<file path="src/rtl/mlimb_add_stream.sv">
// Streaming multi-limb adder: one LIMB_W-bit limb pair per beat, with the carry
// chained across the limbs of an operand and one output register stage.
module mlimb_add_stream #(
    parameter  int LIMB_W    = 14,
    parameter  int MAX_LIMBS = 8,
    localparam int IDX_W     = $clog2(MAX_LIMBS)
) (
    input  logic              CLK,
    input  logic              RST,
    input  logic              IV,
    output logic              IR,
    input  logic [LIMB_W-1:0] X,
    input  logic [LIMB_W-1:0] Y,
    input  logic              CIN,
    input  logic              IFIRST,
    input  logic              ILAST,
    output logic              OV,
    input  logic              OR,
    output logic [LIMB_W-1:0] S,
    output logic              OLAST,
    output logic              COUT,
    output logic [IDX_W-1:0]  IDX,
    output logic              ERR
);

    typedef enum logic {IDLE, RUN} state_t;

    state_t              r_state;
    logic                r_ov;
    logic [LIMB_W-1:0]   r_s;
    logic                r_cout;
    logic                r_creg;
    logic                r_olast;
    logic [IDX_W-1:0]    r_idx;
    logic                r_err;

    logic                w_acc;
    logic                w_run;
    logic                w_new;
    logic                w_cin;
    logic [LIMB_W:0]     w_sum;
    logic [IDX_W-1:0]    w_idx;
    logic                w_force;
    logic                w_last;
    logic                w_err;

    assign IR    = RST || !r_ov || OR;
    assign w_acc = IV && IR;
    assign w_run = (r_state == RUN);

    // A beat starts a new operand in IDLE, or when IFIRST interrupts a running one.
    // A stray non-first beat in IDLE never inherits CIN.
    assign w_new   = !w_run || IFIRST;
    assign w_cin   = w_new ? (IFIRST & CIN) : r_creg;
    assign w_sum   = {1'b0, X} + {1'b0, Y} + (LIMB_W+1)'(w_cin);
    assign w_idx   = w_new ? '0 : r_idx + IDX_W'(1);
    assign w_force = (w_idx == IDX_W'(MAX_LIMBS-1)) && !ILAST;
    assign w_last  = ILAST || w_force;
    assign w_err   = (w_run == IFIRST) || w_force;

    always_ff @(posedge CLK) begin
        if (RST) begin
            r_state <= IDLE;
            r_ov    <= 1'b0;
            r_s     <= '0;
            r_cout  <= 1'b0;
            r_creg  <= 1'b0;
            r_olast <= 1'b0;
            r_idx   <= '0;
            r_err   <= 1'b0;
        end else if (w_acc) begin
            r_ov    <= 1'b1;
            r_s     <= w_sum[LIMB_W-1:0];
            r_cout  <= w_sum[LIMB_W];
            r_creg  <= w_sum[LIMB_W];
            r_olast <= w_last;
            r_idx   <= w_idx;
            r_state <= w_last ? IDLE : RUN;
            if (w_err) r_err <= 1'b1;
        end else if (OR) begin
            r_ov    <= 1'b0;
        end
    end

    assign OV    = r_ov;
    assign S     = r_s;
    assign COUT  = r_cout;
    assign OLAST = r_olast;
    assign IDX   = r_idx;
    assign ERR   = r_err;

endmodule
</file>
<file path="config.mk">
export PLATFORM = sky130hd
export DESIGN_NAME = mlimb_add_stream
export DESIGN_NICKNAME = d
export VERILOG_FILES = /design/src/rtl/mlimb_add_stream.sv
export SDC_FILE = /design/constraint.sdc
export NUM_CORES = 1
export LEC_CHECK = 0
export CAP_MARGIN = 15
export CORE_MARGIN = 2
export CORE_UTILIZATION = 26
export CTS_CLUSTER_SIZE = 24
export DETAILED_ROUTE_END_ITERATION = 6
export PLACE_DENSITY = 0.47
export SKIP_LAST_GASP = 1
export SYNTH_ARGS = -nofsm -noshare
export SYNTH_HDL_FRONTEND = slang
export SYNTH_SLANG_ARGS = --single-unit
export TNS_END_PERCENT = 5
</file>
<file path="constraint.sdc">
create_clock -name CLK -period 8.28 [get_ports CLK]
set_clock_uncertainty 0.2 [all_clocks]
set_input_delay 1.242 -clock CLK [delete_from_list [all_inputs] [get_ports CLK]]
set_output_delay 1.242 -clock CLK [all_outputs]
set_load 0.005 [all_outputs]
</file>
# After elaboration in Yosys (flattened, before gate mapping)
# Index checks and enable logic that the tools add are counted.
[classes]
add_sub_neg = 3
n_eq_ne = 2
n_mux = 5
bitwise_logic = 1
reduce_logical = 12
[ops]
columns = ["op", "n"]
rows = [
  ["14-bit by 14-bit adder with 15-bit output", 1],
  ["15-bit by 1-bit adder with 15-bit output", 1],
  ["1-bit logical OR", 5],
  ["1-bit two-way mux", 4],
  ["3-bit by 1-bit adder with 3-bit output (second input constant)", 1],
  ["3-bit equality test (second input constant)", 1],
  ["1-bit zero test", 3],
  ["3-bit two-way mux", 1],
  ["1-bit logical AND", 2],
  ["2-bit AND reduction", 1],
  ["2-bit nonzero test", 1],
  ["1-bit bitwise AND", 1],
  ["1-bit equality test", 1],
]
[totals]
register_bits = 22

# Logic depth before layout (Yosys ltp)
# Gate-level depths: netlist of run 1.
[depth]
word_depth = 7
mapped_depth = 11
mapped_depth_nobuf = 11

# Least setup slack after synthesis of run 1
# No wires, ideal clock.
[synth_path]
path_kind = "input to register"
startpoint = "in IFIRST"
endpoint = "reg r_s[12], in the netlist S[12]"
arrival_time_ps = 3584
required_ps = 8020
slack_ps = 4436
cell_stages = 11
n_path_buf = 0
cell_sequence = "inv_1 > ha_1 > nor2_1 > a21oi_1 > fa_1 > fa_1 > and2b_4 > o2111ai_4 > a211o_1 > a2111o_1 > nand3_2"
[synth_via]
elab_chain_len = 3
[synth_lines]
columns = ["element", "line_no", "text"]
rows = [
  ["start: declaration", "15", "input logic IFIRST,"],
  ["1-bit bitwise AND / 1-bit logical OR (equally long branches)", "54, 53", ""],
  ["1-bit two-way mux *", "54", "assign w_cin = w_new ? (IFIRST & CIN) : r_creg;"],
  ["15-bit by 1-bit adder with 15-bit output *", "55", "assign w_sum = {1'b0, X} + {1'b0, Y} + (LIMB_W+1)'(w_cin);"],
  ["end signal: assignment", "73", "r_s <= w_sum[LIMB_W-1:0];"],
  ["end: declaration", "30", "logic [LIMB_W-1:0] r_s;"],
]
# Mark *: on every way between the ends. The rest lies on a longest branch, timed or not.
# A chain may end at the register's enable or synchronous reset.

# Final worst setup path of run 1
# Ends and elaborated chain as after synthesis.

==> flow_summary.toml, run 1 <==
[timing]
rsz0062_at_grt = "no"
final.period_utilization_pct = 51.4
slew_violations = 0
worstMarginPinSlew_ps = 986
tns_ps = 0
slew-limit-headroom_pct = 34.1
hold_viol_final = 0
period_minus_slack_ps = 4260
clock.fmax_mhz = 235
whs_ps = 253
finalSetupViolCount = 0

[die]
dieArea_mm2 = 0.00680
start_util_pct = 27.0
pin_count = 57
core.rowCount = 28
die_y_um = 82.5
core_area_mm2 = 0.00592
die-width_um = 82.5

[grt]
antenna_found_initial = 0
grt_pass1_wl_um = 7600
grt-ovfl-total = 0
grt_max_degree = 30
grt_pass1_vias = 1627
grt_usage_pct = 14.5

[clock_tree]
cts_setup_buffers = 0
ctsHoldBuffers = 0
clkSinkCount = 22
clock_path_buffers = 2
cts_tree = "built"
ctsResizeCount = 0
cts.root.buffer_cell = "clkbuf_8"
cts_max_level = 1
clk_pin_slew_ps = 90
cts_buffers = 3
insertion_delay_ps = 270

[synth]
syn-instance-count = 196
synth_ff_type = "dfxtp_1"
yosysWarnings = 0
syn-cell-area_mm2 = 0.00160
synth_nets = 248
synthArstFlopShare_pct = 0
ys_seq_area_share_pct = 27.5
synth_area_per_cell_um2 = 8.17
synth_edf_count = 0
synth_cell_type_count = 50
ys_ff_latch = 22

[min_path]
hp-class = "flip-flop to flip-flop"

[cells_and_area]
post-route-util_pct = 38.1
nets = 300
final_cell_mix = "56 x clkdlybuf4s50_1, 22 x dfxtp_1, 22 x a21oi_1"
area_growth_pct = 40.7
drive_gt1_share_pct = 4.86
diodes = 0
layout_commonest_cell = "clkdlybuf4s50_1"

[critical_path]
worst_ep_arrival_time_ps = 4270
critPathLaunchType = "primary input"
slowest_stage = "clkdlybuf4s50_1"
crit_required_ps = 8300
end_kind = "flip-flop"
worstSetupPathType = "primary input to flip-flop"
critPathMaxFanout = 6
slowest_delay_ps = 480
crit_chain = "clkdlybuf4s50_1, inv_1, ha_1, nor2_1, a21oi_1, fa_1, fa_1, and2b_4, o2111ai_4, a211o_1, a2111o_1, nand3_2"
cp_common_cell = "fa_1"

[detailed_routing]
drtIter0Drc = 84
wire_per_inst_um = 13.9
postRouteAntennaNets = 0
vias = 1616
viasPerCell = 5.02
dr.pass1.iters = 4
wirelength_um = 4480
drc = 0

[pwr]
p_leak_uw = 0.000873
p_per_area_mw_per_mm2 = 135
vdd_drop_max_mv = 0.0579

[place]
gp_congestion = 0.753
io_buffers = 56
hpwl_um = 3390

[job]
cap_violations = 0

[outcome]
outcome = "finished, final reports clean"
[power breakdown]
part	internal (µW)	switching, µW
combinational	55.5	48.0
clock	42.5	39.2
sequential	115	4.77
total	213	92.0
[critical path: cells and delay by family]
kind	cells	cell delay, ps
AO/OA/AOI/OAI	4	950
adder cells (fa/ha/maj)	3	1080
buffers and inverters	2	530
AND/OR/NAND/NOR	3	490
[flip-flops by register name, summed over array words and instances (netlist names)]
register / cells
ERR: 1
IDX: 3
OLAST: 1
r_state: 1
OV: 1
S: 14
r_creg: 1
[Yosys cell counts (2+ instances only)]
master,n,area [µm²]
buf_4,2,15.0
nor2b_1,2,12.5
o211ai_1,4,30.0
and3_1,2,12.5
dfxtp_1,22,440
clkbuf_1,2,7.51
inv_1,8,30.0
a211o_1,2,17.5
or3_1,4,25.0
nor3_1,10,50.1
buf_2,2,10.0
nand2_1,13,48.8
o21ai_0,12,60.1
fa_1,2,40.0
nand4_1,2,12.5
buf_6,2,22.5
a21o_1,4,30.0
a31oi_1,4,25.0
nand3b_1,3,22.5
a31o_2,2,17.5
ha_1,15,188
o21a_1,4,30.0
nor2_1,14,52.6
clkbuf_2,2,10.0
a211oi_1,2,15.0
and2_1,2,12.5
nand3_1,8,40.0
a21oi_1,22,110
nor4_1,2,12.5
[final cells by class]
cell class | instances | area (µm²)
fillers | 636 | 3670
well taps | 75 | 93.8
inverters | 9 | 33.8
repair buffers | 57 | 568
multi-input cells | 155 | 1060
clock buffers | 4 | 55.1
flip-flops and latches | 22 | 440
[worst paths after layout]
kind	cells after the start	endpoint	slack, ps	from
setup / recovery	12	S[12]	4020	IFIRST
setup reg to reg	10	S[12]	5200	r_state
hold reg to reg	2	ERR	250	ERR
hold / removal	2	ERR	250	ERR
[cells by family (layout without fill, tap and decap cells)]
group                    Yosys count  in the layout  synth area share (%)
XOR/XNOR                           1              1                 0.547
multiplexers                       1              1                 0.625
AO/OA/AOI/OAI                     66             66                  27.8
AND/OR/NAND/NOR                   70             70                  23.1
adder cells (fa/ha/maj)           17             17                  14.2
flip-flops                        22             22                  27.5
buffers and inverters             19             70                  6.17
[per-layer routing]
metal | global-route usage (%) | vias up | share of wire (%) | wire length, µm
li1 | - | 833 | - | -
met1 | 19.2 | 742 | 49 | 2190
met2 | 24.4 | 36 | 45 | 2020
met3 | 3.04 | 5 | 5.0 | 223
met4 | 3.00 | 0 | 0.89 | 40
met5 | 0 | - | 0 | 0
[metrics by stage]
stage	setup slack, ps	std cells	total power (µW)	instance area, µm²
after floorplan	4440	196	181	1600
after CTS	4020	322	311	2250
after global placement	3800	318	227	2200
final	4020	322	305	2250
after detailed placement	3740	318	227	2200
after global routing	3850	322	329	2250
Power figures use the tool's default switching activity.
==> run 2: changes to the inputs <==
clock period = 4.25 ns   (was 8.28 ns; I/O delays follow)
==> run 2 against run 1 <==
Compared with the run above:
- final area shrank 0.28%
- die area did not move
- final cell count stayed put
- clock-buffer cell count shrank 1
- clock power up 63%
- core utilization decreased by 0.11 points
- critical path type unchanged
==> flow_summary.toml, run 2 (same netlist as run 1, synthesis figures left out) <==
[outcome]
outcome = "finished, final reports clean"

[timing]
clock.fmax_mhz = 275
hold_viol_final = 0
fin_ws_ps = 610
rsz0062_at_grt = "no"
worstMarginPinSlew_ps = 690
slew-limit-headroom_pct = 53.9
final.period_utilization_pct = 85.6
whs_ps = 256
finalSetupViolCount = 0
period_minus_slack_ps = 3640
tns_ps = 0
slew_violations = 0

[grt]
grt_pass1_vias = 1600
grt_pass1_wl_um = 7620
grt_max_degree = 22
grt_usage_pct = 14.4
grt-ovfl-total = 0
antenna_found_initial = 0

[critical_path]
critPathLaunchType = "primary input"
cp_common_cell = "fa_1"
slowest_stage = "clkdlybuf4s50_1"
critPathMaxFanout = 6
crit_required_ps = 4260
worstSetupPathType = "primary input to flip-flop"
worst_ep_arrival_time_ps = 3650
end_kind = "flip-flop"
slowest_delay_ps = 470
crit_chain = "clkdlybuf4s50_1, inv_1, ha_1, nor2_1, a21oi_1, fa_1, fa_1, and2b_4, o2111ai_4, a211o_1, a2111o_1, nand3_2"
crit_start = "IFIRST"
cp_num_buf_inv = 2
path_delay_family = "adder cells"
r2r_start = "r_state"

[cells_and_area]
diodes = 0
layout_commonest_cell = "clkdlybuf4s50_1"
post-route-util_pct = 38.0
fillers = 646
nets = 301
largest_register_ffs = 14
finalNonFillerCells = 322
final_cell_mix = "56 x clkdlybuf4s50_1, 22 x dfxtp_1, 22 x a21oi_1"
area_growth_pct = 40.3
drive_gt1_share_pct = 4.86

[clock_tree]
cts_buffers = 3
clkSinkCount = 22
clock_path_buffers = 2
cts_max_level = 1
ctsHoldBuffers = 0
cts_setup_buffers = 0
cts.root.buffer_cell = "clkbuf_8"
ctsResizeCount = 0
insertion_delay_ps = 260
cts_tree = "built"
clk_pin_slew_ps = 80

[die]
core_area_mm2 = 0.00592
pin_count = 57
start_util_pct = 27.0
die_y_um = 82.5
die-width_um = 82.5
dieArea_mm2 = 0.00680
core.rowCount = 28

[detailed_routing]
route.met2.wl_um = 2000
drc = 0
drtIter0Drc = 57
wire_per_inst_um = 13.8
top_layer_used = "met4"
wirelength_um = 4440
viasPerCell = 4.95
met3_length_um = 286
met1Wirelength_um = 2140
dr.pass1.iters = 4
vias = 1594
postRouteAntennaNets = 0

[place]
gp_congestion = 0.786
place_inst = 319
io_buffers = 56
hpwl_um = 3430
dp_slack_ps = 329

[job]
cap_violations = 0

[min_path]
hp-start = "ERR"
hp-class = "flip-flop to flip-flop"

[pwr]
vdd_drop_max_mv = 0.110
p_per_area_mw_per_mm2 = 253
p_leak_uw = 0.000871
==> run 2: changes by cell type in the layout (fill, tap and decap cells not counted), sizes merged <==
cell | previous run | this run
clkbuf | 4 | 3
buf | 1 | 2
==> run 2: final cells by class <==
class | instances | area, µm² | area share (%)
Multi-Input combinational cell | 155 | 1060 | 47.3
Timing Repair Buffer | 58 | 576 | 25.6
Sequential cell | 22 | 440 | 19.6
Clock buffer | 3 | 41.3 | 1.84
Tap cell | 75 | 93.8 | 4.18
Inverter | 9 | 33.8 | 1.50
==> run 2: report_power, final <==
group          switching [µW]  internal, µW  total, µW
Sequential               9.21           223        233
Combinational            94.2           109        204
Clock                    70.1          63.3        133
==> run 2: layer usage <==
metal / vias up / track usage (%)
li1: 836 / -
met1: 715 / 19.1
met2: 41 / 24.2
met3: 2 / 3.37
met4: 0 / 2.00
met5: - / 0
==> run 2: path summary, 6_finish.rpt <==
path,endpoint,slack [ps],cells after the start
min,ERR,260,2
max reg2reg,S[12],1190,10
max,S[12],610,12
min reg2reg,ERR,260,2
==> run 2: through the flow <==
stage | total power (µW) | area (µm²)
2_1_floorplan | 352 | 1600
6_report | 570 | 2250
5_1_grt | 616 | 2250
3_5_place_dp | 443 | 2210
3_3_place_gp | 443 | 2210
4_1_cts | 581 | 2250
==> run 2: tightest hold or removal path, stage by stage (launching register included) <==
cell and delay, ps:
dfxtp_1 320, inv_1 50, a21oi_1 50
==> run 3: changes to the inputs <==
TNS_END_PERCENT = not set   (was 5)
==> results of run 3 <==
Final layout, timing and power as in run 2 (identical DEF).
